<file path="config.mk">
export PLATFORM = sky130hd
export DESIGN_NAME = xor_gate_module
export DESIGN_NICKNAME = d
export VERILOG_FILES = /design/src/rtl/xor_gate_module.sv
export SDC_FILE = /design/constraint.sdc
export NUM_CORES = 1
export LEC_CHECK = 0
export CORE_MARGIN = 10
export CORE_UTILIZATION = 30
export DETAILED_ROUTE_END_ITERATION = 7
export PLACE_DENSITY = 0.68
export SLEW_MARGIN = 10
export SYNTH_ARGS = -nofsm -noshare
export SYNTH_HDL_FRONTEND = slang
export SYNTH_SLANG_ARGS = --single-unit
export TNS_END_PERCENT = 1
</file>
<file path="constraint.sdc">
create_clock -name clk -period 1.91 [get_ports clk]
set_input_delay 0.382 -clock clk [delete_from_list [all_inputs] [get_ports clk]]
set_output_delay 0.382 -clock clk [all_outputs]
set_load 0.01 [all_outputs]
</file>
<file path="src/rtl/xor_gate_module.sv">
// Bitwise XOR gate with zero-latency output, a registered copy, a running
// parity accumulator and a saturating mismatch counter.
module xor_gate_module #(
   parameter int unsigned WIDTH = 1,
   parameter int unsigned CNT_W = 8
) (
   input  logic             clk,
   input  logic             rst,
   input  logic             en,
   input  logic [WIDTH-1:0] a,
   input  logic [WIDTH-1:0] b,
   output logic [WIDTH-1:0] x,
   output logic [WIDTH-1:0] x_q,
   output logic             par,
   output logic [CNT_W-1:0] mis_cnt
);

   logic [WIDTH-1:0] xq_q, xq_d;
   logic             par_q, par_d;
   logic [CNT_W-1:0] cnt_q, cnt_d;

   assign x = a ^ b;

   always_comb begin
      xq_d  = xq_q;
      par_d = par_q;
      cnt_d = cnt_q;
      if (en) begin
         xq_d  = a ^ b;
         par_d = par_q ^ (^(a ^ b));
         // Saturate at all-ones instead of wrapping.
         if ((a != b) && (cnt_q != '1)) begin
            cnt_d = cnt_q + 1'b1;
         end
      end
   end

   always_ff @(posedge clk or posedge rst) begin
      if (rst) begin
         xq_q  <= '0;
         par_q <= 1'b0;
         cnt_q <= '0;
      end else begin
         xq_q  <= xq_d;
         par_q <= par_d;
         cnt_q <= cnt_d;
      end
   end

   assign x_q     = xq_q;
   assign par     = par_q;
   assign mis_cnt = cnt_q;

endmodule

</file>
### After elaboration in Yosys (flattened, before gate mapping)

Cells that the tools add are included.

| word-level totals | value |
|---|---|
| bits in registers | 10 |
| latch bits | 0 |
| memory bits (writable) | 0 |
| bits in read-only memories | 0 |
| logic and storage cells | 10 |
| memories kept | 0 |

| operators by class | value |
|---|---|
| add/subtract/negate cells | 1 |
| multipliers | 0 |
| div/mod/pow operators | 0 |
| magnitude comparators | 0 |
| eq/ne operators | 2 |
| shift-type cells | 0 |
| muxes and demuxes | 0 |
| bitwise logic cells | 2 |
| reduce and logical (&&, ||, !) cells | 2 |

Operators by type and width:

| cell | number |
|---|---|
| $add A8 B1 Y8 const B | 1 |
| $ne A8 B8 Y1 const B | 1 |
| $reduce_and A2 Y1 | 1 |
| $xor A1 B1 Y1 | 2 |
| $logic_and A1 B1 Y1 | 1 |
| $ne A1 B1 Y1 | 1 |

### Depth between registers and ports, before layout

Gate-level depths: netlist of the first run.

| logic depth | value |
|---|---|
| word-level depth | 3 |
| gate-level depth with buffers | 5 |

### Worst setup path after synthesis of the first run

OpenSTA, ideal clock, no wires.

| timing path | value |
|---|---|
| path type | register to register |
| from | reg cnt_q[3], in the netlist mis_cnt[3] |
| to | reg cnt_q[1], in the netlist mis_cnt[1] |
| setup time | 125 ps |
| arrival time | 1296 ps |
| setup slack | 489 ps |
| stages on the path, launching flop included | 5 |
| path buffers | 0 |
| clock period less this slack | 1421 ps |
| cell sequence | dfrtp_1 > and4_1 > nand4_1 > nand3_1 > mux2_2 |

| between the ends | value |
|---|---|
| word-level cells in the longest chain between the ends | 3 |

Ends and longest elaborated chain:

| item | RTL line | RTL |
|---|---|---|
| start: declaration | 20 | `logic [CNT_W-1:0] cnt_q, cnt_d;` |
| start signal: assignment | 46 | `cnt_q <= cnt_d;` |
| $ne A8 B8 Y1 | 32 | `if ((a != b) && (cnt_q != '1)) begin` |
| $logic_and A1 B1 Y1 | 32 |  |
| $reduce_and A2 Y1 (no line) | n/a |  |

Every way passes these cells.
A chain may end at the register's enable or synchronous reset.

### Worst setup path in the final report of the first run

| timing path | value |
|---|---|
| from | reg cnt_q[2], in the netlist mis_cnt[2] |
| to | out mis_cnt[2] |

RTL lines:

| item | RTL line | RTL |
|---|---|---|
| end: declaration | 15 | `output logic [CNT_W-1:0] mis_cnt` |

No word-level cell between the ends.

==> results.yml, run 1 <==
die:
  die_width_um: 60.38
  dieArea_sq_um: 3646
  core_area_sq_um: 1524
  dieHeight_um: 60.38
  start_util_pct: 32.10
  placementRows: 14
  io_pins: 16
setup_path:
  path_class: "register to output port"
  crit_arrival_ns: 1.34
  critPathBufInv: 1
  crit_family: "buffers and inverters"
  cp_cell_sequence: "clkdlybuf4s50_1"
  worst_setup_path_start_kind: "register"
  r2r_slack_ns: 0.40
  critical_path_required_ns: 1.53
  reg2reg_depth: 4
  end_kind: "output port"
  crit_path_max_fanout: 9
  timing.rr.start: "mis_cnt[3]$_DFFE_PP0P_"
  slowest_delay_ns: 0.59
  cp_slowest_cell: "clkdlybuf4s50_1"
  timing.rr.end: "mis_cnt[1]$_DFFE_PP0P_"
routing:
  first_pass_iters: 1
  drtIter0Drc: 0
  drtAntennaViolNets: 0
  drt_wl_total_um: 1037
  drc: 0
  vias: 406
  avgViaCountPerCell: 5.075
  wl_per_cell_um: 12.96
outcome:
  status: "completed"
synth:
  syn_avg_cell_area_sq_um: 11.38
  synth_ff_type: "dfrtp_1"
  synthMuxAreaShare_pct: 5.371
  syn_inst: 43
  synth_top_family_by_area: "simple AND/OR/NAND/NOR gates"
  synth_common_cells: "10 x dfrtp_1, 5 x nand3_1, 4 x xnor2_1, 3 x nand2_1, 3 x nand4_1"
  yosysTopAreaCell: "dfrtp_1"
  yosys.area.top_type_share_pct: 51.15
  yosysMostFrequentCell: "dfrtp_1"
  synth_compound_area_share_pct: 7.161
  syn_nets: 49
  ys_seq_area_share_pct: 51.15
  ys_top_cells_by_area: "dfrtp_1 51%, xnor2_1 7.2%, nand3_1 5.1%, nand4_1 3.8%, xor2_2 3.3%"
  yosys.area_share.xor_xnor_pct: 10.49
  synthAdderAreaFrac_pct: 2.558
  synth_edf_count: 0
  yosys_warnings: 0
  ys_ff_latch: 10
  syn_area_sq_um: 489.2
  async_flop_share_pct: 100.0
  ys_types: 20
  synthSimpleGateAreaFrac_pct: 20.72
cells_and_area:
  fill_cells: 149
  fin_util_pct: 46.72
  drive_gt1_share_pct: 18.75
  regArea_sq_um: 250.2
  multiInputGateArea_sq_um: 226.5
  fin_nets: 71
  area_growth_pct: 45.52
  diodes: 0
pwr:
  power_switching_w: 0.0003115
  p_sw_share_pct: 32.96
  total_power_w: 0.0009451
  p_leak_nw: 0.3068
  power.share.sequential_pct: 41.3
  pwr-share-clk_pct: 20.5
  pwr-share-comb_pct: 38.1
  power.internal_w: 0.0006336
  ir_drop_uv: 693.8
  power_density_nw_per_um2: 1327
clocking:
  clock_path_buffers: 2
  cts_tree: "built"
  cts_buffers: 3
  root_buffer: "clkbuf_4"
  postCtsSetupBuffers: 0
  htree_levels: 1
  cts_sinks: 10
  cts.clk_slew.worst_paths_ns: 0.07
  insertion_delay_ns: 0.27
timing:
  worst_slew_pin_slew_ns: 0.3977
  min_period_ns: 1.723
  hold_viol: 0
  rsz0062_at_grt: "no"
  setup_slack_ns: 0.1875
  finalSetupTns_ns: 0
  fmax_mhz: 580.6
  skew_ns: 0.004179
  slew_violations: 0
  fin_crit_sh_pct: 90.18
  maxSlewHeadroom_pct: 73.45
  setup_viol: 0
min_path:
  hp-class: "input pin to asynchronous set/reset pin"
global_routing:
  grt_pass1_vias: 406
  grt_pass1_wl_um: 1814
  grt_overflow: 0
  grt_max_degree: 11
  antenna_found_initial: 0
  track_usage_pct: 6.698
placement:
  place_hpwl_um: 816.3
  port_buffers: 15
  place_worst_setup_slack_ns: -0.07853
  gp_congestion: 0.6922
job:
  max-cap-violations: 0
layer usage:
layer	up-vias	track usage, %	routed length (um)	part of all wire, %
met2	14	8.676	425	41
li1	198	-	-	-
met4	0	5.769	37	3.6
met5	-	0	0	0
met1	189	7.443	446	43
met3	5	4.175	127	12
area by class of cell:
type,count,area share [%]
clock buffers,4,5.097
inverters,2,1.054
multi-input cells,30,31.81
flip-flops and latches,10,35.15
well taps,16,2.812
repair buffers,18,24.08
logic make-up after synthesis:
| logic type | Yosys count |
|---|---|
| flops | 10 |
| xor+xnor | 5 |
| mux | 2 |
| compound gates | 5 |
| buf+inv | 3 |
| fa+ha+maj | 1 |
| simple gates | 17 |
through the flow:
stage	std cells	hold WS (ns)	instance area, sq um
floorplan	43	0.2222	489.2
finish	80	0.3887	711.9
global placement	76	0.4638	676.9
detailed placement	76	0.4660	676.9
global route	80	0.4200	711.9
CTS	80	0.4047	711.9
power groups by stage:
stage | Clock [W] | Sequential, W | Combinational [W]
floorplan | 0 | 0.000401 | 0.000150
global placement | 0 | 0.000396 | 0.000362
detailed placement | 0 | 0.000394 | 0.000365
CTS | 0.000199 | 0.000392 | 0.000367
global route | 0.000211 | 0.000410 | 0.000394
finish | 0.000194 | 0.000391 | 0.000360
worst max-delay path by stage:
stage | from | end | slack (ns) | depth (start not counted)
2_1_floorplan | mis_cnt[3]$_DFFE_PP0P_ | mis_cnt[1]$_DFFE_PP0P_ | 0.49 | 4
3_3_place_gp | b | x | -0.07 | 3
5_1_grt | mis_cnt[2]$_DFFE_PP0P_ | mis_cnt[2] | 0.13 | 1
6_report | mis_cnt[2]$_DFFE_PP0P_ | mis_cnt[2] | 0.19 | 1
3_5_place_dp | a | x | -0.08 | 3
4_1_cts | mis_cnt[2]$_DFFE_PP0P_ | mis_cnt[2] | 0.18 | 1
sequential cells by signal, summed over array words and instances, names as in the netlist:
name	flops
x_q	1
mis_cnt	8
par	1
placed cells by master, fill, tap and decap left out:
| cell type | synthesis | layout |
|---|---|---|
| a31oi_1 | 1 | 1 |
| a41oi_1 | 1 | 1 |
| and2b_2 | 1 | 1 |
| and3_1 | 2 | 2 |
| and4_1 | 1 | 1 |
| buf_4 | 0 | 3 |
| clkbuf_4 | 0 | 3 |
| clkbuf_8 | 0 | 1 |
| clkdlybuf4s50_1 | 0 | 14 |
| dfrtp_1 | 10 | 10 |
| dlygate4sd2_1 | 0 | 1 |
| ha_1 | 1 | 1 |
| inv_1 | 2 | 2 |
| mux2_2 | 1 | 1 |
| mux2_4 | 1 | 1 |
| nand2_1 | 3 | 3 |
| nand3_1 | 5 | 5 |
| nand3_2 | 1 | 1 |
| nand4_1 | 3 | 3 |
| nor2b_1 | 1 | 1 |
| o21a_1 | 2 | 2 |
| o21ai_0 | 1 | 1 |
| xnor2_1 | 4 | 4 |
| xor2_2 | 1 | 1 |
repair_timing:
item                                    in CTS  in global routing
endpoints found under the setup margin       1                  0
gates resized for setup                      1                  0
hold buffers                                 0                  0
(Power assumes the default switching activity.)
==> run 2: changes to the inputs <==
Settings changed: PLACE_DENSITY 0.68 to 0.66.
==> results.yml, run 2 (synthesized netlist as in run 1, its figures left out) <==
placement:
  place_hpwl_um: 833.4
  port_buffers: 15
  place_worst_setup_slack_ns: -0.07047
  gp_congestion: 0.6807
clocking:
  cts_sinks: 10
  root_buffer: "clkbuf_4"
  htree_levels: 1
  cts_tree: "built"
  cts.clk_slew.worst_paths_ns: 0.07
  postCtsSetupBuffers: 0
  cts_buffers: 3
  clock_path_buffers: 2
  insertion_delay_ns: 0.27
setup_path:
  cp-startpoint: "mis_cnt[2]$_DFFE_PP0P_"
  crit_path_max_fanout: 9
  path_depth: 1
  path_class: "register to output port"
  endpoint: "mis_cnt[2]"
  critPathBufInv: 1
  cp_slowest_cell: "clkdlybuf4s50_1"
  slowest_delay_ns: 0.60
  crit_arrival_ns: 1.37
  cp_cell_sequence: "clkdlybuf4s50_1"
  reg2reg_depth: 4
  worst_setup_path_start_kind: "register"
  crit_family: "buffers and inverters"
  end_kind: "output port"
  timing.rr.end: "mis_cnt[1]$_DFFE_PP0P_"
  r2r_slack_ns: 0.39
  timing.rr.start: "mis_cnt[3]$_DFFE_PP0P_"
  critical_path_required_ns: 1.53
global_routing:
  track_usage_pct: 6.956
  grt_overflow: 0
  antenna_found_initial: 0
  grt_pass1_wl_um: 1876
  grt_pass1_vias: 421
  grt_max_degree: 11
die:
  die_width_um: 60.38
  io_pins: 16
  dieHeight_um: 60.38
  placementRows: 14
  core_area_sq_um: 1524
  start_util_pct: 32.10
  dieArea_sq_um: 3646
pwr:
  power.share.sequential_pct: 41.5
  p_leak_nw: 0.3068
  p_sw_share_pct: 33.17
  power.internal_w: 0.0006342
  power_density_nw_per_um2: 1333
  total_power_w: 0.0009491
  pwr-share-clk_pct: 20.2
  power_switching_w: 0.0003148
  pwr-share-comb_pct: 38.3
  ir_drop_uv: 566.5
routing:
  wl_per_cell_um: 13.86
  drc: 0
  drt_wl_total_um: 1109
  drtAntennaViolNets: 0
  drtIter0Drc: 6
  vias: 406
  first_pass_iters: 3
  avgViaCountPerCell: 5.075
timing:
  min_period_ns: 1.749
  maxSlewHeadroom_pct: 73.90
  worst_slew_pin_slew_ns: 0.3911
  setup_slack_ns: 0.1615
  skew_ns: 0.005006
  setup_viol: 0
  finalSetupTns_ns: 0
  holdWs_ns: 0.3892
  fin_crit_sh_pct: 91.55
  hold_viol: 0
  fmax_mhz: 571.9
  rsz0062_at_grt: "no"
  slew_violations: 0
cells_and_area:
  fin_util_pct: 46.72
  fin_nets: 71
  final_cell_mix: "14 x clkdlybuf4s50_1, 10 x dfrtp_1, 5 x nand3_1, 4 x xnor2_1"
  largest_register_ffs: 8
  area_growth_pct: 45.52
  diodes: 0
  final_common_cell: "clkdlybuf4s50_1"
  drive_gt1_share_pct: 18.75
min_path:
  hp-class: "input pin to asynchronous set/reset pin"
job:
  max-cap-violations: 0
outcome:
  status: "completed"
[run 2: cell counts in the layout (fill, tap and decap cells not counted)]
Identical to the previous run, type by type.
[run 2: final cells by class]
cell class	instances	area [sq um]
clock buffer	4	36.28
fill	147	812.0
inverter	2	7.507
multi-input combinational	30	226.5
sequential	10	250.2
tap	16	20.02
timing repair buffer	18	171.4
[run 2: what timing repair did]
| action | 4_1_cts | 5_1_grt |
|---|---|---|
| hold buffers | 0 | 0 |
| endpoints found under the setup margin | 1 | 0 |
| gates resized for setup | 1 | 0 |
[run 2: through the flow]
stage / cell area [sq um] / std cells
floorplan: 489.2 / 43
global placement: 676.9 / 76
detailed placement: 676.9 / 76
CTS: 711.9 / 80
global route: 711.9 / 80
finish: 711.9 / 80
[run 2: worst min-delay path by stage]
stage / start / slack, ns / endpoint / cells after the start
global placement: par$_DFFE_PP0P_ / 0.46 / par$_DFFE_PP0P_ / 1
detailed placement: par$_DFFE_PP0P_ / 0.47 / par$_DFFE_PP0P_ / 1
CTS: rst / 0.40 / mis_cnt[6]$_DFFE_PP0P_ / 2
floorplan: rst / 0.22 / mis_cnt[0]$_DFFE_PP0P_ / 1
global route: rst / 0.42 / mis_cnt[7]$_DFFE_PP0P_ / 2
finish: rst / 0.39 / mis_cnt[6]$_DFFE_PP0P_ / 2
[run 2: layer usage]
layer | share of wire, % | global-route usage (%)
met2 | 43 | 9.853
met1 | 42 | 7.100
met5 | 0 | 0
met3 | 15 | 6.889
met4 | 0.54 | 1.923
[run 2: power groups by stage]
stage	sequential, W	combinational (W)	clock, W
global route	0.000414	0.000404	0.000212
detailed placement	0.000397	0.000371	0
global placement	0.000395	0.000361	0
finish	0.000394	0.000364	0.000192
CTS	0.000394	0.000373	0.000199
floorplan	0.000401	0.000150	0
==> run 3: changes to the inputs <==
Settings changed: CORE_MARGIN 10 to unset.
==> results.yml, run 3 (synthesized netlist as in run 1, its figures left out) <==
die:
  io_pins: 16
  dieArea_sq_um: 1796
  placementRows: 14
  die_width_um: 42.38
  dieHeight_um: 42.38
  start_util_pct: 32.48
  core_area_sq_um: 1506
timing:
  rsz0062_at_grt: "no"
  skew_ns: 0.002377
  worst_slew_pin_slew_ns: 0.4032
  slew_violations: 0
  fmax_mhz: 582.0
  setup_viol: 0
  maxSlewHeadroom_pct: 73.09
  fin_crit_sh_pct: 89.95
  min_period_ns: 1.718
  hold_viol: 0
placement:
  gp_congestion: 0.7096
  port_buffers: 15
  place_hpwl_um: 717.6
  place_area_sq_um: 676.9
job:
  max-cap-violations: 0
routing:
  vias: 417
  first_pass_iters: 4
  drtAntennaViolNets: 0
  dr_wl_met3_um: 46
  drtIter0Drc: 8
  drt_wl_total_um: 966
  drc: 0
  avgViaCountPerCell: 5.213
  wirelength_met1_um: 467
  routed-wl-met2_um: 412
  wl_per_cell_um: 12.08
  top_layer: "met4"
outcome:
  status: "completed"
clocking:
  insertion_delay_ns: 0.26
  cts_tree: "built"
  root_buffer: "clkbuf_4"
  postCtsSetupBuffers: 0
  hold_buffers: 0
  cts_sinks: 10
  htree_levels: 1
  cts.clk_slew.worst_paths_ns: 0.07
  cts_buffers: 3
  cts_resized: 1
  clock_path_buffers: 2
setup_path:
  critical_path_required_ns: 1.53
  crit_arrival_ns: 1.34
  worst_setup_path_start_kind: "input pin"
  end_kind: "output port"
  reg2reg_depth: 4
  path_class: "input pin to output port"
  crit_path_max_fanout: 2
cells_and_area:
  largest_register_ffs: 8
  fill_cells: 143
  final_common_cell: "clkdlybuf4s50_1"
  drive_gt1_share_pct: 18.75
  multiInputGateArea_sq_um: 226.5
  fin_nets: 71
  fin_util_pct: 47.26
  regArea_sq_um: 250.2
  diodes: 0
  final_cell_mix: "14 x clkdlybuf4s50_1, 10 x dfrtp_1, 5 x nand3_1, 4 x xnor2_1"
  final_cell_area_sq_um: 711.9
  area_growth_pct: 45.52
global_routing:
  grt_max_degree: 11
  track_usage_pct: 12.85
  grt_pass1_vias: 378
  grt_pass1_wl_um: 1628
  antenna_found_initial: 0
  grt_overflow: 0
pwr:
  power_density_nw_per_um2: 1316
  p_leak_nw: 0.3068
  ir_drop_uv: 696.6
min_path:
  hp-class: "input pin to asynchronous set/reset pin"
[run 3: critical path: stages]
cell and delay, ns:
clkdlybuf4s50_1 0.50, xor2_2 0.16, dlygate4sd2_1 0.29
[run 3: area by class of cell]
| cell class | instances | share of cell area (%) |
|---|---|---|
| repair buffers | 18 | 24.08 |
| multi-input cells | 30 | 31.81 |
| well taps | 16 | 2.812 |
| inverters | 2 | 1.054 |
| clock buffers | 4 | 5.097 |
| flip-flops and latches | 10 | 35.15 |
[run 3: path summary, 6_finish.rpt]
kind	end	startpoint	slack, ns
max	x	a	0.19
min	mis_cnt[2]$_DFFE_PP0P_	rst	0.39
max reg2reg	mis_cnt[1]$_DFFE_PP0P_	mis_cnt[3]$_DFFE_PP0P_	0.39
min reg2reg	par$_DFFE_PP0P_	par$_DFFE_PP0P_	0.48
max in group asynchronous	mis_cnt[4]$_DFFE_PP0P_	rst	1.23
min in group clk	par$_DFFE_PP0P_	par$_DFFE_PP0P_	0.48
[run 3: metrics by stage]
| stage | total power (W) | TNS (ns) | std cells | hold WS [ns] | setup slack, ns |
|---|---|---|---|---|---|
| global placement | 0.0007445 | -0.04855 | 76 | 0.4607 | -0.04855 |
| CTS | 0.0009514 | 0 | 80 | 0.3974 | 0.1735 |
| detailed placement | 0.0007549 | -0.07678 | 76 | 0.4625 | -0.07678 |
| finish | 0.0009366 | 0 | 80 | 0.3944 | 0.1919 |
| global route | 0.001004 | 0 | 80 | 0.4199 | 0.09393 |
| floorplan | 0.0005516 | 0 | 43 | 0.2222 | 0.4895 |
[run 3: metal layers]
layer | vias to the layer above | GRT usage [%]
met3 | 4 | 2.586
met4 | 0 | 13.13
li1 | 196 | -
met1 | 202 | 16.94
met2 | 15 | 16.62
met5 | - | 0
[run 3: where the power goes]
part | internal, W | leakage (nW) | switching, W | total [W]
sequential | 0.000289 | 0.124 | 0.000104 | 0.000393
combinational | 0.000228 | 0.162 | 0.000125 | 0.000353
clock | 0.000116 | 0.0210 | 0.0000749 | 0.000191
==> edit, RTL diff (settings of run 1) <==
The parameter `CNT_W` goes from 8 to 10.
--- a/src/rtl/xor_gate_module.sv
+++ b/src/rtl/xor_gate_module.sv
@@ -2,7 +2,7 @@
 // parity accumulator and a saturating mismatch counter.
 module xor_gate_module #(
    parameter int unsigned WIDTH = 1,
-   parameter int unsigned CNT_W = 8
+   parameter int unsigned CNT_W = 10
 ) (
    input  logic             clk,
    input  logic             rst,
Ports: changed (resized mis_cnt); port bits go from 16 to 18. No check against the original RTL was run, so the function may have changed too.
==> edit against run 1 <==
Fmax up 1.7%; total power up 3.5%; synthesized area up 24%; setup slack better by 0.029 ns; final area up 23%; non-clock buffer count up 5; hold slack better by 0.015 ns; sequential cell count up 2; first-iteration DRC count up 21; wire length up 30%; critical path type is now input port to primary output; highest routed layer unchanged.
==> edit: results (changes against run 1) <==
Synthesis
  – Distinct cells, synth: 22 (+10%)
  – Top cells by area, synth: dfrtp_1 50%, mux2_4 7.4%, xnor2_1 7.2%
  – Synth cell count leaders: 12 x dfrtp_1, 5 x nand2_1, 5 x xnor2_1
  – Post-synthesis compound-gate area fraction: 4.75% (-2.4 points)
  – Post-synth ARST share: 100% (unchanged)
  – Mux cell area share after synthesis: 9.09% (+3.7 points)
  – XOR/XNOR Fraction of Synth Area: 9.92% (-0.57 points)
  – Register area share after synthesis: 49.6% (-1.6 points)
  – Syn nets: 59 (+20%)
  – Post-Synth Adder-Cell Area: 2.07% (-0.49 points)

Clocking
  – Htree depth: 1 (unchanged)
  – Number of buffers created by CTS: 3 (unchanged)
  – # Post-CTS Setup Buffers: 0 (unchanged)
  – CTS Buffer Depth: 2 (unchanged)
  – Worst-path clk slew: 0.07 ns (about the same)

Final layout
  – Layout cell share with drive strength beyond 1: 22.8% (+4.0 points)
  – Max reg flops: 10 (+2)
  – # nets final: 86 (+21%)
  – Fillers: 191 (+28%)

Pwr
  – Cell internal pwr: 0.675 mW (+6.5%)
  – Static leakage: 0.405 nW (+32%)
  – Peak supply drop: 668 uV (-3.8%)

Drt
  – Via count: 487 (+20%)
  – First-pass detailed-route iteration total: 4 (+3)
  – Routed wire length: 1350 um (+30%)
  – Iter 0 DRT Violations: 21 (+21)

Place
  – Placement Setup Slack: -0.0727 ns (+0.00580 ns)
  – Hpwl dp: 1110 um (+36%)
  – Placer Congestion: 0.739 (+6.8%)
  – Input/output buffers: 17 (+2)

GRT
  – Pin count of the biggest net entering global routing: 13 (+2)
  – All-layer global routing usage: 7.29% (+0.60 points)
  – Initial antenna violation count: 0 (unchanged)
  – Vias in the first global route: 533 (+31%)
  – First-pass GRT wire length: 2410 um (+33%)

Outcome
  – Outcome: complete, no violations

Critical path
  – Worst Path Max Fanout: 2 (-7)
  – Worst stage delay on the critical path: 0.51 ns (-0.08 ns)
  – WP data arrival: 1.31 ns (-0.03 ns)

Timing
  – Max Clock Skew: 0.00408 ns (-0.000101 ns)
  – Worst-Margin Slew: 0.435 ns (+0.0375 ns)

Floorplan
  – Die W: 64.9 um (+7.5%)
==> edit: cell families after synthesis <==
kind of cell,count (synthesis)
compound gates,5
xor+xnor,6
fa+ha+maj,1
buf+inv,4
flops,12
mux,4
simple gates,21
==> edit: final timing paths <==
kind / start / to / slack (ns) / cells past startpoint
min in group clk: par / par / 0.48 / 1
worst max register to register: mis_cnt[0] / mis_cnt[1] / 0.33 / 5
max in group asynchronous: rst / mis_cnt[2] / 1.20 / 2
worst min-delay path: rst / par / 0.40 / 2
worst min register to register: par / par / 0.48 / 1
worst max-delay path: b / x / 0.22 / 3
==> edit: area by class of cell <==
type | count | area [um2] | share of cell area (%)
multi-input cells | 37 | 283 | 32.2
repair buffers | 23 | 214 | 24.4
flip-flops and latches | 12 | 300 | 34.2
clock buffers | 4 | 36.3 | 4.13
well taps | 27 | 33.8 | 3.85
inverters | 3 | 11.3 | 1.28
==> edit: power by group through the flow <==
stage / sequential, mW / clock [mW] / combinational, mW
floorplan: 0.436 / 0 / 0.142
global placement: 0.409 / 0 / 0.378
detailed placement: 0.411 / 0 / 0.384
CTS: 0.407 / 0.202 / 0.385
global route: 0.419 / 0.217 / 0.414
finish: 0.406 / 0.196 / 0.376
==> edit: per-stage QoR <==
step           setup TNS (ns)  instance area (um2)  power, mW  instances  hold slack, ns
2_1_floorplan               0                  606      0.578         53           0.247
3_3_place_gp          -0.0754                  843      0.787        102           0.464
3_5_place_dp           -0.138                  843      0.795        102           0.473
4_1_cts                     0                  878      0.995        106           0.430
5_1_grt                     0                  878       1.05        106           0.444
6_report                    0                  878      0.978        106           0.403
==> edit: repair_timing <==
item | CTS | global route
hold endpoints to repair | 0 | 0
setup endpoints to repair | 1 | 0
gates resized for setup | 1 | 0
==> edit: per-layer routing <==
layer | share of wire [%] | up-vias | GRT usage [%]
li1 | - | 237 | -
met1 | 39 | 231 | 6.88
met2 | 50 | 15 | 11.9
met3 | 7.9 | 4 | 4.12
met4 | 3.6 | 0 | 4.81
met5 | 0 | - | 0
==> edit: critical path, delay by kind of cell <==
| family | cells | cell delay [ns] |
|---|---|---|
| buffers and inverters | 2 | 0.79 |
| XOR/XNOR | 1 | 0.14 |
